<file path="src/rtl/mem_pkg.sv">
// ---------------------------------------------------------------------------
// mem_pkg : shared types for the 256x8 data-memory initiators
// Rev 1.0
// ---------------------------------------------------------------------------
`default_nettype none

package mem_pkg;

  localparam int DEF_ADDR_W = 8;
  localparam int DEF_DATA_W = 8;

  typedef enum logic [2:0] {
    IDLE = 3'd0,
    RD   = 3'd1,
    WAIT = 3'd2,
    WR   = 3'd3,
    DONE = 3'd4
  } dma_state_t;

  // One memory-port request as seen by the core-side arbiter.
  typedef struct packed {
    logic [DEF_ADDR_W-1:0] addr;
    logic                  we;
    logic [DEF_DATA_W-1:0] wdata;
  } mem_req_t;

  function automatic logic is_active(input dma_state_t s);
    return (s == RD) || (s == WAIT) || (s == WR);
  endfunction

endpackage

`default_nettype wire

</file>
<file path="src/rtl/dma_addr_ctr.sv">
// ---------------------------------------------------------------------------
// dma_addr_ctr : source/destination pointers and remaining-byte counter
// Rev 1.0
// ---------------------------------------------------------------------------
`default_nettype none

module dma_addr_ctr
  import mem_pkg::*;
#(
  parameter int ADDR_W = DEF_ADDR_W
) (
  input  logic              clk,
  input  logic              rst_n,
  input  logic              load,
  input  logic              advance,
  input  logic [ADDR_W-1:0] src_in,
  input  logic [ADDR_W-1:0] dst_in,
  input  logic [ADDR_W-1:0] len_in,
  output logic [ADDR_W-1:0] src_ptr,
  output logic [ADDR_W-1:0] dst_ptr,
  output logic              last
);

  logic [ADDR_W-1:0] remaining;

  // Pointers wrap naturally at 2^ADDR_W.
  always_ff @(posedge clk or negedge rst_n) begin
    if (!rst_n) begin
      src_ptr   <= '0;
      dst_ptr   <= '0;
      remaining <= '0;
    end else if (load) begin
      src_ptr   <= src_in;
      dst_ptr   <= dst_in;
      remaining <= len_in;
    end else if (advance) begin
      src_ptr   <= src_ptr + 1'b1;
      dst_ptr   <= dst_ptr + 1'b1;
      remaining <= remaining - 1'b1;
    end
  end

  assign last = (remaining == ADDR_W'(1));

endmodule

`default_nettype wire

</file>
<file path="src/rtl/mem_copy_dma.sv">
// ---------------------------------------------------------------------------
// mem_copy_dma : byte-wise forward block copy over a granted memory port
// Rev 1.0
// ---------------------------------------------------------------------------
`default_nettype none

module mem_copy_dma
  import mem_pkg::*;
#(
  parameter int ADDR_W = DEF_ADDR_W,
  parameter int DATA_W = DEF_DATA_W,
  parameter int RD_LAT = 0
) (
  input  logic              Clk,
  input  logic              Reset,
  input  logic              Start,
  input  logic [ADDR_W-1:0] SrcAddr,
  input  logic [ADDR_W-1:0] DstAddr,
  input  logic [ADDR_W-1:0] Len,
  input  logic              Abort,
  output logic              Busy,
  output logic              Done,
  output logic              MemReq,
  input  logic              MemGnt,
  output logic [ADDR_W-1:0] MemAddr,
  output logic              MemWriteEn,
  output logic [DATA_W-1:0] MemWData,
  input  logic [DATA_W-1:0] MemRData
);

  localparam logic [1:0] LAT_LOAD = 2'(RD_LAT);

  dma_state_t        state;
  dma_state_t        state_nx;
  logic              load;
  logic              advance;
  logic              capture;
  logic              last;
  logic [ADDR_W-1:0] src_ptr;
  logic [ADDR_W-1:0] dst_ptr;
  logic [DATA_W-1:0] data_reg;
  logic [1:0]        lat_cnt;

  dma_addr_ctr #(
    .ADDR_W (ADDR_W)
  ) u_addr_ctr (
    .clk     (Clk),
    .rst_n   (Reset),
    .load    (load),
    .advance (advance),
    .src_in  (SrcAddr),
    .dst_in  (DstAddr),
    .len_in  (Len),
    .src_ptr (src_ptr),
    .dst_ptr (dst_ptr),
    .last    (last)
  );

  // Abort beats grant everywhere, so a cancelled cycle neither reads nor writes.
  always_comb begin
    state_nx = state;
    load     = 1'b0;
    advance  = 1'b0;
    capture  = 1'b0;
    case (state)
      IDLE: begin
        if (Start) begin
          if (Len != '0) begin
            load     = 1'b1;
            state_nx = RD;
          end else begin
            state_nx = DONE;
          end
        end
      end
      RD: begin
        if (Abort) begin
          state_nx = IDLE;
        end else if (MemGnt) begin
          if (RD_LAT == 0) begin
            capture  = 1'b1;
            state_nx = WR;
          end else begin
            state_nx = WAIT;
          end
        end
      end
      WAIT: begin
        if (Abort) begin
          state_nx = IDLE;
        end else if (lat_cnt == 2'd1) begin
          capture  = 1'b1;
          state_nx = WR;
        end
      end
      WR: begin
        if (Abort) begin
          state_nx = IDLE;
        end else if (MemGnt) begin
          advance  = 1'b1;
          state_nx = last ? DONE : RD;
        end
      end
      DONE:    state_nx = IDLE;
      default: state_nx = IDLE;
    endcase
  end

  always_ff @(posedge Clk or negedge Reset) begin
    if (!Reset) begin
      state    <= IDLE;
      Busy     <= 1'b0;
      Done     <= 1'b0;
      MemReq   <= 1'b0;
      data_reg <= '0;
      lat_cnt  <= '0;
    end else begin
      state  <= state_nx;
      Busy   <= is_active(state_nx);
      MemReq <= is_active(state_nx);
      Done   <= (state_nx == DONE);
      if (capture) begin
        data_reg <= MemRData;
      end
      if (state == RD && MemGnt && !Abort) begin
        lat_cnt <= LAT_LOAD;
      end else if (state == WAIT) begin
        lat_cnt <= lat_cnt - 2'd1;
      end
    end
  end

  // Port drive decodes only registered state, plus the grant/abort write gate.
  always_comb begin
    MemAddr    = '0;
    MemWData   = '0;
    MemWriteEn = 1'b0;
    case (state)
      RD, WAIT: MemAddr = src_ptr;
      WR: begin
        MemAddr    = dst_ptr;
        MemWData   = data_reg;
        MemWriteEn = MemGnt && !Abort;
      end
      default: ;
    endcase
  end

endmodule

`default_nettype wire
</file>
<file path="config.mk">
export PLATFORM = sky130hd
export DESIGN_NAME = mem_copy_dma
export DESIGN_NICKNAME = d
export VERILOG_FILES = /design/src/rtl/mem_pkg.sv /design/src/rtl/dma_addr_ctr.sv /design/src/rtl/mem_copy_dma.sv
export SDC_FILE = /design/constraint.sdc
export NUM_CORES = 1
export LEC_CHECK = 0
export CAP_MARGIN = 40
export CORE_ASPECT_RATIO = 0.6
export CORE_MARGIN = 2
export CORE_UTILIZATION = 45
export DETAILED_ROUTE_END_ITERATION = 6
export PLACE_DENSITY = 0.74
export SLEW_MARGIN = 20
export SYNTH_ARGS = -nofsm -noshare
export SYNTH_HDL_FRONTEND = slang
export SYNTH_HIERARCHICAL = 1
export SYNTH_SLANG_ARGS = --single-unit
</file>
<file path="constraint.sdc">
create_clock -name Clk -period 2.3 [get_ports Clk]
set_input_delay 0.23 -clock Clk [delete_from_list [all_inputs] [get_ports Clk]]
set_output_delay 0.23 -clock Clk [all_outputs]
set_load 0.005 [all_outputs]
</file>
Word level (Yosys, flattened, before mapping)
Index checks and enable logic that the tools add are counted.
{"block": "op_classes", "add_sub_neg": 4, "multipliers": 0, "n_div": 0, "magnitude_cmp": 0, "eq_ne": 9, "shift": 0, "muxes": 30, "n_bitwise": 0, "n_reduce_logical": 11}
{"op": "$mux W8", "count": 7}
{"op": "$mux W3", "count": 9}
{"op": "$add A8 B1 Y8 const B", "count": 2}
{"op": "$pmux W8 S2", "count": 1}
{"op": "$eq A3 B2 Y1 const B", "count": 4}
{"op": "$pmux W3 S4", "count": 1}
{"op": "$mux W1", "count": 9}
{"op": "$eq A8 B1 Y1 const B", "count": 1}
{"op": "$reduce_bool A8 Y1", "count": 1}
{"op": "$sub A8 B1 Y8 const B", "count": 1}
{"op": "$eq A3 B1 Y1 const B", "count": 2}
{"op": "$mux W2", "count": 2}
{"op": "$reduce_bool A2 Y1", "count": 2}
{"op": "$eq A3 B3 Y1 const B", "count": 1}
{"op": "$logic_and A1 B1 Y1", "count": 3}
{"op": "$logic_not A3 Y1", "count": 1}
{"op": "$eq A2 B1 Y1 const B", "count": 1}
{"op": "$logic_or A1 B1 Y1", "count": 2}
{"op": "$pmux W1 S2", "count": 1}
{"op": "$reduce_or A2 Y1", "count": 1}
{"op": "$sub A2 B1 Y2 const B", "count": 1}
{"op": "$logic_not A1 Y1", "count": 1}
{"block": "totals", "reg_bits": 39, "latchBits": 0, "ram_bits": 0, "mem_bits_ro": 0, "input_bits": 37, "output_inout_bits": 20, "elab_cells": 62, "memories": 0}

Longest topological paths before layout
{"block": "depth", "word_depth": 8, "depth_mapped": 9, "mapped_depth_nobuf": 6}

Cells and area by module
Netlist, hierarchy kept.
{"mod": "dma_addr_ctr", "instances": 1, "cells_per_inst": 142, "area_per_inst_um2": 1317.5, "seq_area_each_um2": 600.6}
{"mod": "mem_copy_dma", "instances": 1, "cells_per_inst": 97, "area_per_inst_um2": 999.7, "seq_area_each_um2": 375.4}

Least setup slack after synthesis
Ideal clock, no wire load.
{"block": "synth_timing", "path_kind": "reg-to-reg", "start": "register state[0]", "end": "register u_addr_ctr.remaining[5]", "arrival_ns": 1.993, "required_time_ns": 2.218, "setup_slack_ns": 0.225, "stages_incl_launch_ff": 7, "n_path_buf": 1, "path_cell_list": "dfrtp_1 > buf_2 > and2_0 > and3_1 > or4b_4 > or4_1 > a31oi_1"}
{"block": "synth_via", "elab_chain_cells": 3}
{"element": "start: declaration", "line": "mem_copy_dma.sv:33", "source": "dma_state_t state;"}
{"element": "start signal: assignment", "line": "mem_copy_dma.sv:118", "source": "state <= state_nx;"}
{"element": "$eq A3 B2 Y1 / $logic_not A3 Y1 (equally long branches)", "line": "mem_copy_dma.sv:65", "source": "case (state)"}
{"element": "$mux W1", "line": "mem_copy_dma.sv:65"}
{"element": "$reduce_bool A2 Y1 (no line) / $mux W8 (equally long branches)"}
{"element": "end signal: assignment", "line": "dma_addr_ctr.sv:35", "source": "remaining <= len_in;"}
{"element": "end signal: assignment", "line": "dma_addr_ctr.sv:39", "source": "remaining <= remaining - 1'b1;"}
{"element": "end: declaration", "line": "dma_addr_ctr.sv:24", "source": "logic [ADDR_W-1:0] remaining;"}
Several ways; a longest one is shown, not always the timed one.
A chain may end at the register's enable or synchronous reset.

Final worst setup path
{"block": "layout_timing", "start": "register state[1]", "end": "output port MemWriteEn"}
{"block": "layout_via", "elab_chain_cells": 2}
{"element": "$eq A3 B2 Y1", "line": "mem_copy_dma.sv:138", "source": "case (state)"}
{"element": "$mux W1", "line": "mem_copy_dma.sv:138"}
{"element": "end: declaration", "line": "mem_copy_dma.sv:26", "source": "output logic MemWriteEn,"}
No other way between the ends.

==> run metrics <==
status=completed; Tightest Pin Transition=between 0.4 and 0.5 ns; gate count of the mapped netlist=239; Synth Warn #=6; Worst IR Drop VDD=0.485 mV; Crit Path Category=reg -> out; DRC violation count after routing=0; number of synthesized flops with an enable pin=0; Netlist cell types=39; pre-CTS worst setup slack=-0.0381 ns; Skew-Pair Late Insertion Delay=0.29 ns; kind of capture point of the worst setup path=output port; multi-input logic area=1240 µm²; maximum number of pins on one net before global-route repair=24; slowest stage delay, CP=0.52 ns; Vias per Instance=5.54; required time at the endpoint of the critical path=2.07 ns; post-route non-filler standard cell count=371; dpl hpwl=4.31 mm; path category of the worst min-delay check=in -> async; net switching share of the total power=0.375; Post-Syn Nets=around 280; TritonCTS clock tree=built; instance count on the critical path=5; Post-DRT Antenna Nets=0; effective utilization at floorplan=0.463; final wirelength=between 5 and 6 mm; synthesis-to-finish area growth=35.5%; Startpoint Class=register; cell family contributing the most delay on the critical path=buffers and inverters; proportion of register bits with asynchronous set or reset after synthesis=1.00; clock transition at the registers of the reported paths=0.08 ns; number of register bits inferred by synthesis=39; final setup vio count=0; synthesized area=2320 µm²; endpoint of the most critical setup path=MemWriteEn; startpoint of the lowest-slack register-to-register path=state[1]; P per Cell Area=996 nW/µm²; Max H-tree Level=2; antenna violations before repair=0; sequential cell fraction of total power=0.430; shortest clock period the worst path allows after layout=2.18 ns; number of sinks handled by clock tree synthesis=39; P_int=1950 µW; number of placed instances, taps included=361; number of global-route vias before repair=2016; most frequently used flop master after synthesis=sky130_fd_sc_hd__dfrtp_1; slack of the worst reg-to-reg path=between 0.1 and 0.15 ns; layer carrying the most global-route usage=met2; portion of total power attributed to combinational logic=0.425; sequence of cells on the critical path=nor2b_1 -> and2_0 -> and3_1 -> buf_12 -> clkdlybuf4s50_1; final number of hold-violating endpoints=0; met2 track demand over resource in global routing=0.343; buffer and inverter count on the worst path=2; terminus of the critical flop-to-flop path=u_addr_ctr/remaining[5]; unrepaired setup endpoints after global routing=false; horizontal die dimension=96.6 µm; root buffer cell=sky130_fd_sc_hd__clkbuf_8; number of fillers in the final layout=443; crit path max fanout=21; worst path arrival time=1.95 ns; minimum setup slack in the final design=0.117 ns; tightest hold margin=0.431 ns; DRC marker count from the first detailed-route iteration=92; number of placement rows=20; final routed wire length divided by cell count=between 15 and 20 µm; worst r2r path cells=6; core occupancy in the finished layout=0.628; number of optimization iterations in the first detailed-route pass=4; Clock Skew=0.00808 ns; Critical Path Slowest Stage Cell=sky130_fd_sc_hd__clkdlybuf4s50_1; Worst setup startpoint=state[1]; met3 routing resource usage after global routing=0.0554; max-capacitance violation count=0; grt ovf=0; area of the die=5760 µm²; placer congestion estimate=around 0.77; post-layout net count=346; total routing usage reported by global routing=0.213; number of diodes added for antenna fixing=0; number of max-slew violations in the final report=0; net switching power=1170 µW; average cell area after synthesis=9.70 µm²; total clock buffers created by CTS=5; final clock period utilization by the worst path=0.949; portion of total power attributed to the clock network=0.144; Leakage Power=around 0.0013 µW; core area=approximately 5000 µm²; Die Y-Extent=between 50 and 60 µm; flip-flop and latch area=977 µm²; met1 routing resource usage after global routing=0.299; sequential fraction of the synthesis area=0.421; fraction of layout instances using a drive strength above 1=0.148; Highest Clock Rate=458 MHz; Slew headroom=0.671; overall via count from detail_route=just over 2000; first-pass GRT wire length=about 9.7 mm; buffer levels on the longest clock path=2; ports placed on the boundary=57; number of buffer cells added on primary ports=56
-- cell families after synthesis --
family / count (synthesis) / share of synthesized area
compound gates: 40 / 0.120
xor+xnor: 14 / 0.0529
fa+ha+maj: 5 / 0.0270
buf+inv: 23 / 0.0454
flops: 39 / 0.421
mux: 19 / 0.0907
simple gates: 99 / 0.243
-- power by group through the flow --
stage	registers [µW]	clock network, µW	logic (µW)
floorplan	1250	0	841
global placement	1330	0	1260
detailed placement	1340	0	1310
CTS	1340	462	1320
global route	1390	503	1490
finish	1350	451	1330
-- worst min path at each step --
stage                                   end  slack [ns]   from  cells after the start
global route        u_addr_ctr/remaining[3]        0.48  Reset                      2
finish              u_addr_ctr/remaining[3]        0.43  Reset                      2
floorplan                              Done       -0.07  Reset                      0
global placement    u_addr_ctr/remaining[3]        0.41  Reset                      1
detailed placement  u_addr_ctr/remaining[3]        0.23  Reset                      1
CTS                 u_addr_ctr/remaining[3]        0.46  Reset                      2
-- cells in the mapped netlist (2+ instances only) --
master	instances	area share
sky130_fd_sc_hd__nand3b_4	2	0.017
sky130_fd_sc_hd__o21ai_0	16	0.035
sky130_fd_sc_hd__nand3_1	13	0.028
sky130_fd_sc_hd__nor4b_1	3	0.011
sky130_fd_sc_hd__clkbuf_1	10	0.016
sky130_fd_sc_hd__xnor2_1	6	0.023
sky130_fd_sc_hd__or4_1	11	0.036
sky130_fd_sc_hd__and3_1	9	0.024
sky130_fd_sc_hd__o211ai_1	7	0.023
sky130_fd_sc_hd__nand4_1	9	0.024
sky130_fd_sc_hd__mux2i_1	3	0.013
sky130_fd_sc_hd__xor2_1	8	0.030
sky130_fd_sc_hd__nor2b_1	2	0.0054
sky130_fd_sc_hd__dfrtp_1	39	0.42
sky130_fd_sc_hd__nor2_1	13	0.021
sky130_fd_sc_hd__buf_2	4	0.0086
sky130_fd_sc_hd__ha_1	5	0.027
sky130_fd_sc_hd__inv_1	6	0.0097
sky130_fd_sc_hd__nor3b_1	3	0.0097
sky130_fd_sc_hd__nand2_1	29	0.047
sky130_fd_sc_hd__a22oi_1	8	0.026
sky130_fd_sc_hd__a32o_1	2	0.0086
sky130_fd_sc_hd__mux2_2	15	0.073
-- metrics by stage --
stage | cell area (µm²) | power, µW | TNS (ns)
4_1_cts | 3110 | 3120 | 0
3_3_place_gp | 2990 | 2590 | 0
6_report | 3140 | 3130 | 0
3_5_place_dp | 3020 | 2650 | -0.240
2_1_floorplan | 2320 | 2090 | 0
5_1_grt | 3140 | 3380 | 0
-- repair_timing --
item,CTS,global route
endpoints found under the hold margin,18,0
hold buffers,1,0
gates resized for setup,1,6
setup endpoints to repair,1,18
buffers inserted,0,1
-- metal layers --
| metal | routed length (µm) | vias up |
|---|---|---|
| met3 | 413 | 5 |
| met1 | 2800 | 982 |
| met2 | 2580 | 68 |
| met5 | 0 | - |
| met4 | 21 | 0 |
| li1 | - | 1001 |
-- placed cells by master, fill, tap and decap left out, types with 3 or more instances in the layout --
cell type,Yosys,routed
sky130_fd_sc_hd__nand2_1,29,29
sky130_fd_sc_hd__clkbuf_8,1,5
sky130_fd_sc_hd__or4_1,11,11
sky130_fd_sc_hd__nor2_1,13,13
sky130_fd_sc_hd__a22oi_1,8,8
sky130_fd_sc_hd__nand4_1,9,9
sky130_fd_sc_hd__and3_1,9,9
sky130_fd_sc_hd__nor4b_1,3,3
sky130_fd_sc_hd__o211ai_1,7,7
sky130_fd_sc_hd__mux2_2,15,15
sky130_fd_sc_hd__nor3b_1,3,3
sky130_fd_sc_hd__ha_1,5,5
sky130_fd_sc_hd__o21ai_0,16,16
sky130_fd_sc_hd__xnor2_1,6,6
sky130_fd_sc_hd__inv_1,6,6
sky130_fd_sc_hd__nand3_1,13,13
sky130_fd_sc_hd__xor2_1,8,8
sky130_fd_sc_hd__mux2i_1,3,3
sky130_fd_sc_hd__dfrtp_1,39,38
sky130_fd_sc_hd__clkdlybuf4s50_1,0,55
sky130_fd_sc_hd__buf_4,1,13
-- cell type report --
type,instances,area share
well taps,66,0.0263
flip-flops and latches,39,0.311
repair buffers,74,0.233
clock buffers,7,0.0243
clock inverters,1,0.00159
inverters,7,0.00956
multi-input cells,177,0.394
Power figures use the tool's default switching activity.
